File: src/rtl/unidade_controle_pkg.sv
// Shared constants for the control unit: opcodes, FSM states, bus codes and helpers.
// Pure declarations, no latency or backpressure of its own.
// Legality rules live here so decoder and any future users agree on them.
package controle_pkg;

    localparam logic [3:0] OP_NOP   = 4'd0;
    localparam logic [3:0] OP_MOV   = 4'd1;
    localparam logic [3:0] OP_ADD   = 4'd2;
    localparam logic [3:0] OP_SUB   = 4'd3;
    localparam logic [3:0] OP_LOAD  = 4'd4;
    localparam logic [3:0] OP_STORE = 4'd5;

    typedef enum logic [3:0] {
        S_INIT,
        S_IDLE,
        S_EXEC,
        S_RADDR,
        S_RWAIT,
        S_RLATCH,
        S_WADDR,
        S_WWAIT,
        S_WCLR,
        S_DONE,
        S_ERR
    } state_t;

    localparam logic [3:0] BB_NONE = 4'd0;
    localparam logic [3:0] BB_MDR  = 4'd1;
    localparam logic [3:0] BB_SP   = 4'd4;
    localparam logic [3:0] BB_LV   = 4'd5;
    localparam logic [3:0] BB_CPP  = 4'd6;
    localparam logic [3:0] BB_TOS  = 4'd7;
    localparam logic [3:0] BB_OPC  = 4'd8;

    localparam int CB_MAR = 0;
    localparam int CB_MDR = 1;
    localparam int CB_PC  = 2;
    localparam int CB_MBR = 3;
    localparam int CB_SP  = 4;
    localparam int CB_LV  = 5;
    localparam int CB_CPP = 6;
    localparam int CB_TOS = 7;
    localparam int CB_OPC = 8;
    localparam int CB_H   = 9;

    localparam logic [2:0] ALU_PASS_B = 3'b000;
    localparam logic [2:0] ALU_ADD    = 3'b001;
    localparam logic [2:0] ALU_SUB    = 3'b010;

    localparam logic [1:0] RAM_IDLE = 2'b00;
    localparam logic [1:0] RAM_RD   = 2'b01;
    localparam logic [1:0] RAM_WR   = 2'b10;

    typedef struct packed {
        logic [3:0] opcode;
        logic [3:0] dst;
        logic [3:0] src;
        logic [3:0] addr;
    } instr_t;

    function automatic logic src_ok(input logic [3:0] s);
        return (s == BB_MDR) || ((s >= BB_SP) && (s <= BB_OPC));
    endfunction

    function automatic logic dst_ok(input logic [3:0] d);
        return (d >= 4'(CB_SP)) && (d <= 4'(CB_H));
    endfunction

    function automatic logic is_legal(input instr_t i);
        logic ok;
        ok = 1'b0;
        case (i.opcode)
            OP_NOP:                 ok = 1'b1;
            OP_MOV, OP_ADD, OP_SUB: ok = src_ok(i.src) && dst_ok(i.dst);
            OP_LOAD:                ok = dst_ok(i.dst);
            OP_STORE:               ok = src_ok(i.src);
            default:                ok = 1'b0;
        endcase
        return ok;
    endfunction

endpackage

File: src/rtl/unidade_controle_if.sv
// Instruction handshake plus per-cycle bank/ALU/RAM control bundle of the control unit.
// Wiring only; perf counters appear when UNIDADE_CONTROLE_PERF_EN is defined.
// instr_valid/instr_ready handshake; all other signals are sequencer outputs.
interface unidade_controle_if;

    logic [15:0] instr;
    logic        instr_valid;
    logic        instr_ready;
    logic [3:0]  bbus_sig;
    logic [9:0]  cbus_sig;
    logic [3:0]  ram_addr;
    logic [1:0]  ram_wr_enable;
    logic [2:0]  alu_op;
    logic        done;
    logic        err;

`ifdef UNIDADE_CONTROLE_PERF_EN
    logic [15:0] retired_cnt;
    logic [7:0]  err_cnt;

    modport master (
        output instr, instr_valid,
        input  instr_ready, bbus_sig, cbus_sig, ram_addr, ram_wr_enable,
        input  alu_op, done, err, retired_cnt, err_cnt
    );
    modport slave (
        input  instr, instr_valid,
        output instr_ready, bbus_sig, cbus_sig, ram_addr, ram_wr_enable,
        output alu_op, done, err, retired_cnt, err_cnt
    );
`else
    modport master (
        output instr, instr_valid,
        input  instr_ready, bbus_sig, cbus_sig, ram_addr, ram_wr_enable,
        input  alu_op, done, err
    );
    modport slave (
        input  instr, instr_valid,
        output instr_ready, bbus_sig, cbus_sig, ram_addr, ram_wr_enable,
        output alu_op, done, err
    );
`endif

endinterface

File: src/rtl/unidade_controle_contador_espera.sv
// Loadable 4-bit down-counter with zero flag, paces the RAM wait states.
// Load/decrement take effect on the next edge; zero is combinational from the count.
// No backpressure; decrement stops at zero.
module contador_espera (
    input  logic       clock,
    input  logic       reset,
    input  logic       load,
    input  logic [3:0] load_val,
    input  logic       dec,
    output logic       zero
);

    logic [3:0] cnt;

    always_ff @(posedge clock or posedge reset) begin
        if (reset) begin
            cnt <= 4'd0;
        end else if (load) begin
            cnt <= load_val;
        end else if (dec && (cnt != 4'd0)) begin
            cnt <= cnt - 4'd1;
        end
    end

    assign zero = (cnt == 4'd0);

endmodule

File: src/rtl/unidade_controle.sv
// Multi-cycle sequencer expanding one instruction into bank strobes, ALU select and RAM commands.
// Done after 1 (NOP/illegal), 2 (MOV/ADD/SUB) or 4+RAM_LAT (LOAD/STORE) cycles from acceptance.
// instr_ready only in IDLE; optional perf counters under UNIDADE_CONTROLE_PERF_EN.
module unidade_controle
    import controle_pkg::*;
#(
    parameter int unsigned RAM_LAT = 1
) (
    input  logic               clock,
    input  logic               reset,
    unidade_controle_if.slave  bus
);

    localparam logic [3:0] WAIT_LOAD = (RAM_LAT == 0) ? 4'd0 : 4'(RAM_LAT - 1);

    state_t state, state_nxt;
    instr_t iq;
    instr_t instr_in;

    logic       rdy;
    logic [3:0] bb;
    logic [9:0] cb;
    logic [3:0] addr;
    logic [1:0] ram;
    logic [2:0] alu;
    logic       dn;
    logic       er;
    logic       cnt_load;
    logic       cnt_dec;
    logic       cnt_zero;

    assign instr_in = instr_t'(bus.instr);

    always_ff @(posedge clock or posedge reset) begin
        if (reset) begin
            state <= S_INIT;
            iq    <= '0;
        end else begin
            state <= state_nxt;
            if ((state == S_IDLE) && bus.instr_valid) begin
                iq <= instr_in;
            end
        end
    end

    always_comb begin
        state_nxt = state;
        rdy       = 1'b0;
        bb        = BB_NONE;
        cb        = '0;
        addr      = 4'd0;
        ram       = RAM_IDLE;
        alu       = ALU_PASS_B;
        dn        = 1'b0;
        er        = 1'b0;
        cnt_load  = 1'b0;
        cnt_dec   = 1'b0;
        case (state)
            S_INIT: begin
                cb[CB_PC] = 1'b1;
                state_nxt = S_IDLE;
            end
            S_IDLE: begin
                rdy = 1'b1;
                if (bus.instr_valid) begin
                    if (!is_legal(instr_in))               state_nxt = S_ERR;
                    else if (instr_in.opcode == OP_NOP)    state_nxt = S_DONE;
                    else if (instr_in.opcode == OP_LOAD)   state_nxt = S_RADDR;
                    else                                   state_nxt = S_EXEC;
                end
            end
            S_EXEC: begin
                bb = (iq.opcode == OP_LOAD) ? BB_MDR : iq.src;
                case (iq.opcode)
                    OP_ADD:  alu = ALU_ADD;
                    OP_SUB:  alu = ALU_SUB;
                    default: alu = ALU_PASS_B;
                endcase
                // STORE routes the operand into MBR for the write rather than a bank register
                if (iq.opcode == OP_STORE) begin
                    cb[CB_MBR] = 1'b1;
                    state_nxt  = S_WADDR;
                end else begin
                    cb[iq.dst] = 1'b1;
                    state_nxt  = S_DONE;
                end
            end
            S_RADDR: begin
                cb[CB_MAR] = 1'b1;
                cb[CB_PC]  = 1'b1;
                addr       = iq.addr;
                ram        = RAM_RD;
                if (RAM_LAT == 0) begin
                    state_nxt = S_RLATCH;
                end else begin
                    cnt_load  = 1'b1;
                    state_nxt = S_RWAIT;
                end
            end
            S_RWAIT: begin
                if (cnt_zero) state_nxt = S_RLATCH;
                else          cnt_dec   = 1'b1;
            end
            S_RLATCH: begin
                cb[CB_MDR] = 1'b1;
                cb[CB_PC]  = 1'b1;
                state_nxt  = S_EXEC;
            end
            S_WADDR: begin
                cb[CB_MAR] = 1'b1;
                cb[CB_PC]  = 1'b1;
                addr       = iq.addr;
                ram        = RAM_WR;
                if (RAM_LAT == 0) begin
                    state_nxt = S_WCLR;
                end else begin
                    cnt_load  = 1'b1;
                    state_nxt = S_WWAIT;
                end
            end
            S_WWAIT: begin
                if (cnt_zero) state_nxt = S_WCLR;
                else          cnt_dec   = 1'b1;
            end
            S_WCLR: begin
                cb[CB_PC] = 1'b1;
                state_nxt = S_DONE;
            end
            S_DONE: begin
                dn        = 1'b1;
                state_nxt = S_IDLE;
            end
            S_ERR: begin
                dn        = 1'b1;
                er        = 1'b1;
                state_nxt = S_IDLE;
            end
            default: state_nxt = S_INIT;
        endcase
    end

    contador_espera u_espera (
        .clock    (clock),
        .reset    (reset),
        .load     (cnt_load),
        .load_val (WAIT_LOAD),
        .dec      (cnt_dec),
        .zero     (cnt_zero)
    );

    // Reset must silence the INIT strobe immediately, so outputs are gated by reset itself
    assign bus.instr_ready   = rdy & ~reset;
    assign bus.bbus_sig      = reset ? 4'd0  : bb;
    assign bus.cbus_sig      = reset ? 10'd0 : cb;
    assign bus.ram_addr      = reset ? 4'd0  : addr;
    assign bus.ram_wr_enable = reset ? RAM_IDLE : ram;
    assign bus.alu_op        = reset ? ALU_PASS_B : alu;
    assign bus.done          = dn & ~reset;
    assign bus.err           = er & ~reset;

`ifdef UNIDADE_CONTROLE_PERF_EN
    logic [15:0] retired_q;
    logic [7:0]  err_q;

    always_ff @(posedge clock or posedge reset) begin
        if (reset) begin
            retired_q <= 16'd0;
            err_q     <= 8'd0;
        end else begin
            if (state == S_DONE) retired_q <= retired_q + 16'd1;
            if ((state == S_ERR) && (err_q != 8'hFF)) err_q <= err_q + 8'd1;
        end
    end

    assign bus.retired_cnt = retired_q;
    assign bus.err_cnt     = err_q;
`endif

endmodule

File: src/flat_wrapper.sv
// flat-port wrapper written by rule: the top's interface ports become plain ports
module unidade_controle_flat import controle_pkg::*;
#(
    parameter int unsigned RAM_LAT = 1
)
  (clock, reset, bus_instr, bus_instr_valid, bus_instr_ready, bus_bbus_sig, bus_cbus_sig, bus_ram_addr, bus_ram_wr_enable, bus_alu_op, bus_done, bus_err);
  unidade_controle_if bus_i ();
  input  logic clock;
  input  logic reset;
  input wire logic [$bits(bus_i.instr)-1:0] bus_instr;
  input wire logic [$bits(bus_i.instr_valid)-1:0] bus_instr_valid;
  output wire logic [$bits(bus_i.instr_ready)-1:0] bus_instr_ready;
  output wire logic [$bits(bus_i.bbus_sig)-1:0] bus_bbus_sig;
  output wire logic [$bits(bus_i.cbus_sig)-1:0] bus_cbus_sig;
  output wire logic [$bits(bus_i.ram_addr)-1:0] bus_ram_addr;
  output wire logic [$bits(bus_i.ram_wr_enable)-1:0] bus_ram_wr_enable;
  output wire logic [$bits(bus_i.alu_op)-1:0] bus_alu_op;
  output wire logic [$bits(bus_i.done)-1:0] bus_done;
  output wire logic [$bits(bus_i.err)-1:0] bus_err;
  assign bus_i.instr = bus_instr;
  assign bus_i.instr_valid = bus_instr_valid;
  assign bus_instr_ready = bus_i.instr_ready;
  assign bus_bbus_sig = bus_i.bbus_sig;
  assign bus_cbus_sig = bus_i.cbus_sig;
  assign bus_ram_addr = bus_i.ram_addr;
  assign bus_ram_wr_enable = bus_i.ram_wr_enable;
  assign bus_alu_op = bus_i.alu_op;
  assign bus_done = bus_i.done;
  assign bus_err = bus_i.err;
  unidade_controle #(.RAM_LAT(RAM_LAT)) u_core (.clock(clock), .reset(reset), .bus(bus_i));
endmodule
File: config.mk
export PLATFORM = sky130hd
export DESIGN_NAME = unidade_controle_flat
export DESIGN_NICKNAME = d
export VERILOG_FILES = /design/src/rtl/unidade_controle_pkg.sv /design/src/rtl/unidade_controle_if.sv /design/src/rtl/unidade_controle_contador_espera.sv /design/src/rtl/unidade_controle.sv /design/src/flat_wrapper.sv
export SDC_FILE = /design/constraint.sdc
export NUM_CORES = 1
export LEC_CHECK = 0
export CAP_MARGIN = 10
export CORE_MARGIN = 2
export CORE_UTILIZATION = 43
export CTS_CLUSTER_DIAMETER = 150
export DETAILED_ROUTE_END_ITERATION = 8
export MAX_ROUTING_LAYER = met4
export PLACE_DENSITY_LB_ADDON = 0.2
export SLEW_MARGIN = 25
export SYNTH_ARGS = -nofsm -noshare
export SYNTH_HDL_FRONTEND = slang
export SYNTH_SLANG_ARGS = --single-unit
File: constraint.sdc
create_clock -name clock -period 2.47 [get_ports clock]
set_input_delay 0.741 -clock clock [delete_from_list [all_inputs] [get_ports clock]]
set_output_delay 0.741 -clock clock [all_outputs]
set_load 0.03 [all_outputs]
==> key figures <==
Run status
  • Status: finished with violations
  • Failing checks: setup timing

Timing
  • Period minus WS final: 2.59 ns
  • Final setup skew: 0.00576 ns
  • Final setup viols: 11
  • Count of pins over their slew limit: 0
  • Max Fclk: 0.386 GHz
  • Setup WS post-layout: -0.120 ns
  • Period utilization: 105%
  • Final Hold Violating Endpoints: 0
  • RSZ-0062 raised after global routing: yes
  • Hold slack final: 0.510 ns

Final layout
  • Commonest non-fill, non-tap cell in the layout: buf_4
  • N_diodes: 0
  • Layout cells sized above 1: 47.4%
  • Fillers: 271
  • Layout area overhead: 63.7%
  • Most frequent cells in the layout: buf_4 (41), dfrtp_1 (23), nor2_1 (21), buf_6 (20), clkdlybuf4s50_1 (17)
  • Nets: 274
  • Final cell count without fillers: approximately 300
  • Utilization after layout: 72.4%
  • Finished layout cell area: 0.00261 mm^2

Synthesis
  • Post-Syn Area: 0.00159 mm^2
  • Sequential share of the synthesized area: approximately 38%
  • Post-synth EDFFs: 0
  • Async S/R FF share, synth: 100%
  • Yosys warnings: 0
  • Post-Syn Nets: between 150 and 200
  • Cells after Synth: between 150 and 200
  • Seq cells post-synth: 24
  • Mean Syn Cell Area: 8.91 um^2
  • Ys flop type: dfrtp_1
  • Count of cell types in the netlist: 47

Placed design
  • HPWL after DPL: about 3.2 mm
  • DP Area: 0.00221 mm^2
  • Placed insts: 278
  • Placer Congestion: 0.968
  • Buffers on Ports: 43

Power and ir drop
  • Cell area power density: 1050 mW/mm^2
  • Total power: 2.73 mW
  • LEAKAGE: approximately 1.1 nW
  • Maximum VDD drop: 0.000535 V

Global route
  • First-pass GRT wire length: between 7 and 8 mm
  • Gr usage total: 22.3%
  • Largest net degree at the start of global routing: 20
  • Initial antenna violation count: 0
  • Vias in the first global route: 1525
  • Total gr overflow: 0

Detailed routing
  • Post-DRT Antenna Nets: 0
  • 1st-iter DRT viols: 115
  • # DRC: 0
  • Drt pass-1 iters: 5
  • Vias: 1627
  • Wire per inst: 15.0 um
  • DR vias/cell: 5.41
  • Final WL: 4.53 mm

Setup path
  • Max FO, Critical Path: 4
  • Setup CP Type: flip-flop to output pin
  • Crit-path leading delay family: simple AND/OR/NAND/NOR gates
  • Critical Path RT: about 1.7 ns
  • Crit-path cells: nand2b_4 -> nor4_4 -> nand2b_1 -> nor4_2 -> o31a_1 -> buf_6
  • CP Capture Type: output pin
  • CP Data Arrival Time: between 1.5 and 2 ns
  • CP Launch Type: flip-flop
  • Buf+Inv Stages, Crit Path: 1
  • Slowest-stage cell, CP: dfrtp_1
  • Max incr delay on CP: 0.44 ns

CTS
  • Clk slew on worst S/H paths: 0.09 ns
  • Root buffer cell: clkbuf_8
  • CTS H-tree depth: 1
  • Worst-skew pair later-pin latency: 0.26 ns
  • TritonCTS clock tree: yes
  • Clock tree sinks: 24
  • Total CTS buffers: 3
  • Clock Path Buffers: 2
  • # hold bufs at CTS: 0

Flow run
  • Max-cap violation count: 0

Floorplanning
  • Initial core utilization: 44.2%
  • Die boundary width: 64.9 um
  • Core ar.: 0.00361 mm^2
  • Die height: 64.9 um
  • Boundary pin count: 45
  • Die area: 0.00421 mm^2
  • Rows: 22

Min path
  • HP Class: flip-flop to flip-flop
-- Yosys cell counts (2+ instances only) --
cell type	n	area share, %
clkbuf_1	3	0.71
nor3b_1	2	0.94
buf_4	2	0.94
xor2_1	3	1.6
a211oi_1	2	0.94
xnor2_1	2	1.1
nand3b_1	2	0.94
mux2_1	4	2.8
nand2b_1	3	1.2
nor4b_1	3	1.6
nand2_1	12	2.8
nor4_1	2	0.78
nor3_1	13	4.1
dfrtp_1	24	38
nand2b_2	2	1.1
and2_1	8	3.1
buf_2	4	1.3
a21oi_1	6	1.9
mux2_2	10	7.1
inv_1	9	2.1
o21ai_0	7	2.2
nor2_1	26	6.1
nand3_1	4	1.3
o21bai_1	3	1.4
-- through the flow --
stage,worst slack (ns),setup TNS (ns)
2_1_floorplan,-0.152,-0.375
3_3_place_gp,-0.422,-5.67
3_5_place_dp,-0.429,-5.63
4_1_cts,-0.0844,-0.749
5_1_grt,-0.241,-1.71
6_report,-0.120,-0.646
-- state kept, by name, indices dropped and copies added (netlist names) --
signal               flops
u_core.u_espera.cnt      4
u_core.iq               16
u_core.state             4
-- cells by family (layout without fill, tap and decap cells) --
group | count (synthesis) | in the layout | synth area share (%)
other | 1 | 1 | 0.235
flip-flops | 24 | 24 | 37.7
multiplexers | 14 | 14 | 9.89
buffers and inverters | 19 | 93 | 5.26
XOR/XNOR | 5 | 5 | 2.75
adder cells (fa/ha/maj) | 1 | 1 | 0.785
AO/OA/AOI/OAI | 27 | 27 | 11.4
AND/OR/NAND/NOR | 88 | 88 | 32.0
-- path summary, 6_finish.rpt --
check / to / depth (start not counted) / slack (ns) / from
max: bus_cbus_sig[2] / 6 / -0.12 / u_core.state[3]
min: u_core.iq[3] / 1 / 0.51 / u_core.iq[3]
max reg2reg: u_core.iq[11] / 8 / 0.25 / u_core.state[3]
min reg2reg: u_core.iq[3] / 1 / 0.51 / u_core.iq[3]
max in group asynchronous: u_core.state[0] / 5 / 1.41 / reset
min in group asynchronous: u_core.iq[6] / 5 / 0.87 / reset
-- power by group --
group	total, mW	internal, mW	switching [mW]
logic	1.66	0.816	0.844
clock network	0.340	0.216	0.123
registers	0.734	0.563	0.171
total	2.73	1.60	1.14
-- routing by layer --
layer  part of all wire [%]  global-route usage (%)
met1                     42                    27.6
met2                     51                    38.0
met3                    5.8                    3.82
met4                   0.42                    5.32
met5                      0                       -
-- final cells by class --
type	instances	area, um^2	area share (%)
clock inverters	1	30.0	1.15
well taps	48	60.1	2.30
inverters	10	41.3	1.58
multi-input cells	136	1110	42.6
clock buffers	3	41.3	1.58
flip-flops and latches	24	602	23.1
repair buffers	79	723	27.7
-- worst reg2reg max path: stages (launching register included) --
cell and delay [ns]:
dfrtp_1 0.44, buf_4 0.16, buf_4 0.13, buf_4 0.15, nand2b_4 0.16, buf_4 0.16
nor3_2 0.20, nand2_2 0.30, mux2_1 0.41
-- repair_timing --
item | in CTS | in global routing
gates resized for setup | 22 | 27
setup endpoints to repair | 24 | 22
gates cloned | 0 | 0
pin swaps | 6 | 11
setup buffers | 9 | 11
Power figures use the tool's default switching activity.
==> variant (same flow settings) <==
The 11 states of `state_t` get a one-hot encoding in 11 bits.
--- a/src/rtl/unidade_controle_pkg.sv
+++ b/src/rtl/unidade_controle_pkg.sv
@@ -12,14 +12,14 @@
 
-    typedef enum logic [3:0] {
-        S_INIT,
-        S_IDLE,
-        S_EXEC,
-        S_RADDR,
-        S_RWAIT,
-        S_RLATCH,
-        S_WADDR,
-        S_WWAIT,
-        S_WCLR,
-        S_DONE,
-        S_ERR
+    typedef enum logic [10:0] {
+        S_INIT   = 11'b00000000001,
+        S_IDLE   = 11'b00000000010,
+        S_EXEC   = 11'b00000000100,
+        S_RADDR  = 11'b00000001000,
+        S_RWAIT  = 11'b00000010000,
+        S_RLATCH = 11'b00000100000,
+        S_WADDR  = 11'b00001000000,
+        S_WWAIT  = 11'b00010000000,
+        S_WCLR   = 11'b00100000000,
+        S_DONE   = 11'b01000000000,
+        S_ERR    = 11'b10000000000
     } state_t;
Behaviour: no difference found for any inputs over 10 cycles, from zero or initial values and one cycle with reset high; not proved beyond that.
==> variant against the original RTL <==
Synthesized cell count increased by 14%; power is 8.0% lower; area after synthesis up 22%; the flow still finishes with violations (setup timing); highest routed layer unchanged; worst setup slack got worse by 380 ps; cell count is 22% higher; design area up 28%; critical endpoint is now bus_cbus_sig[4]; routed wire length rose by 41%; sequential cell count rose by 7.
==> variant: results <==
export IMPL_status="finished, violations left"
export IMPL_violations="setup timing"
export IMPL_cts_buffers=5
export IMPL_synth_commonest_cells="dfrtp_1 (30), nor2_1 (24), nor3_1 (15), nand2_1 (12), mux2_2 (10)"
export IMPL_ys_seq_area_frac=0.400
export IMPL_clk_latency_ps=290
export IMPL_drive_gt1_frac=0.522
export IMPL_clk_pin_slew_ps=70
export IMPL_clock_skew_ps=5.25
export IMPL_max_stage_delay_ps=390
export IMPL_fillers=278
export IMPL_grt_pass1_wl_um=9400
export IMPL_tns_ps=-6550
export IMPL_first_pass_iters=4
export IMPL_grt_pass1_vias=1944
export IMPL_final_nets=336
export IMPL_groute_usage_overall=0.246
export IMPL_dpl_cell_count=331
export IMPL_synth_compound_area_share=0.0817
export IMPL_drt_total_wl_um=6400
export IMPL_ir_worst_vdd_uv=655
export IMPL_num_vias=2061
export IMPL_p_leak_nw=1.51
export IMPL_synth_mux_area_frac=0.112
export IMPL_dp_hpwl_um=3990
export IMPL_yosys_area_share_adder=0.0129
export IMPL_cts_max_level=2
export IMPL_setup_slack_ps=-496
export IMPL_setup_viol=25
export IMPL_ys_top_cells_by_area="dfrtp_1 (39%), mux2_2 (5.8%), nor2_1 (4.6%)"
export IMPL_top_regs="u_core.iq (16), u_core.state (11), u_core.u_espera.cnt (4)"
export IMPL_synth_xor_area_frac=0.0315
[variant: final cells by class]
type | instances | area [sq um] | area share
sequential | 31 | 781 | 0.233
clock buffer | 6 | 82.6 | 0.0246
multi-input combinational | 153 | 1310 | 0.390
clock inverter | 2 | 35.0 | 0.0105
inverter | 9 | 37.5 | 0.0112
tap | 52 | 65.1 | 0.0194
timing repair buffer | 115 | 1040 | 0.312
[variant: what timing repair did]
action                                 in CTS  in global routing
resized for setup                          71                 29
endpoints found under the hold margin       0                  0
setup buffers                              14                 19
pin swaps                                  17                 22
setup endpoints to repair                  24                 25
[variant: where the power goes]
group,total (mW),leakage (nW),switching (mW),internal [mW]
Sequential,0.831,0.391,0.160,0.671
Clock,0.519,0.0612,0.193,0.326
Combinational,1.16,1.06,0.538,0.627
Total,2.51,1.51,0.891,1.62
[variant: path summary, 6_finish.rpt]
kind	start	to	slack [ps]	cells past startpoint
setup / recovery	u_core.state[5]	bus_cbus_sig[4]	-500	8
hold / removal	u_core.iq[5]	u_core.iq[5]	480	2
hold reg to reg	u_core.iq[5]	u_core.iq[5]	480	2
setup reg to reg	u_core.state[9]	u_core.iq[15]	110	10
min in group asynchronous	reset	u_core.iq[4]	680	3
max in group asynchronous	reset	u_core.state[0]	1510	3
[variant: stage by stage]
step,power [mW],utilization
6_report,2.51,0.770
5_1_grt,2.63,0.770
4_1_cts,2.41,0.721
3_5_place_dp,1.75,0.630
3_3_place_gp,1.73,0.630
2_1_floorplan,1.39,-
[variant: layer usage]
metal	global-route usage	share of wire
met4	0.105	0.028
met5	-	0
met1	0.312	0.41
met3	0.0591	0.068
met2	0.378	0.49
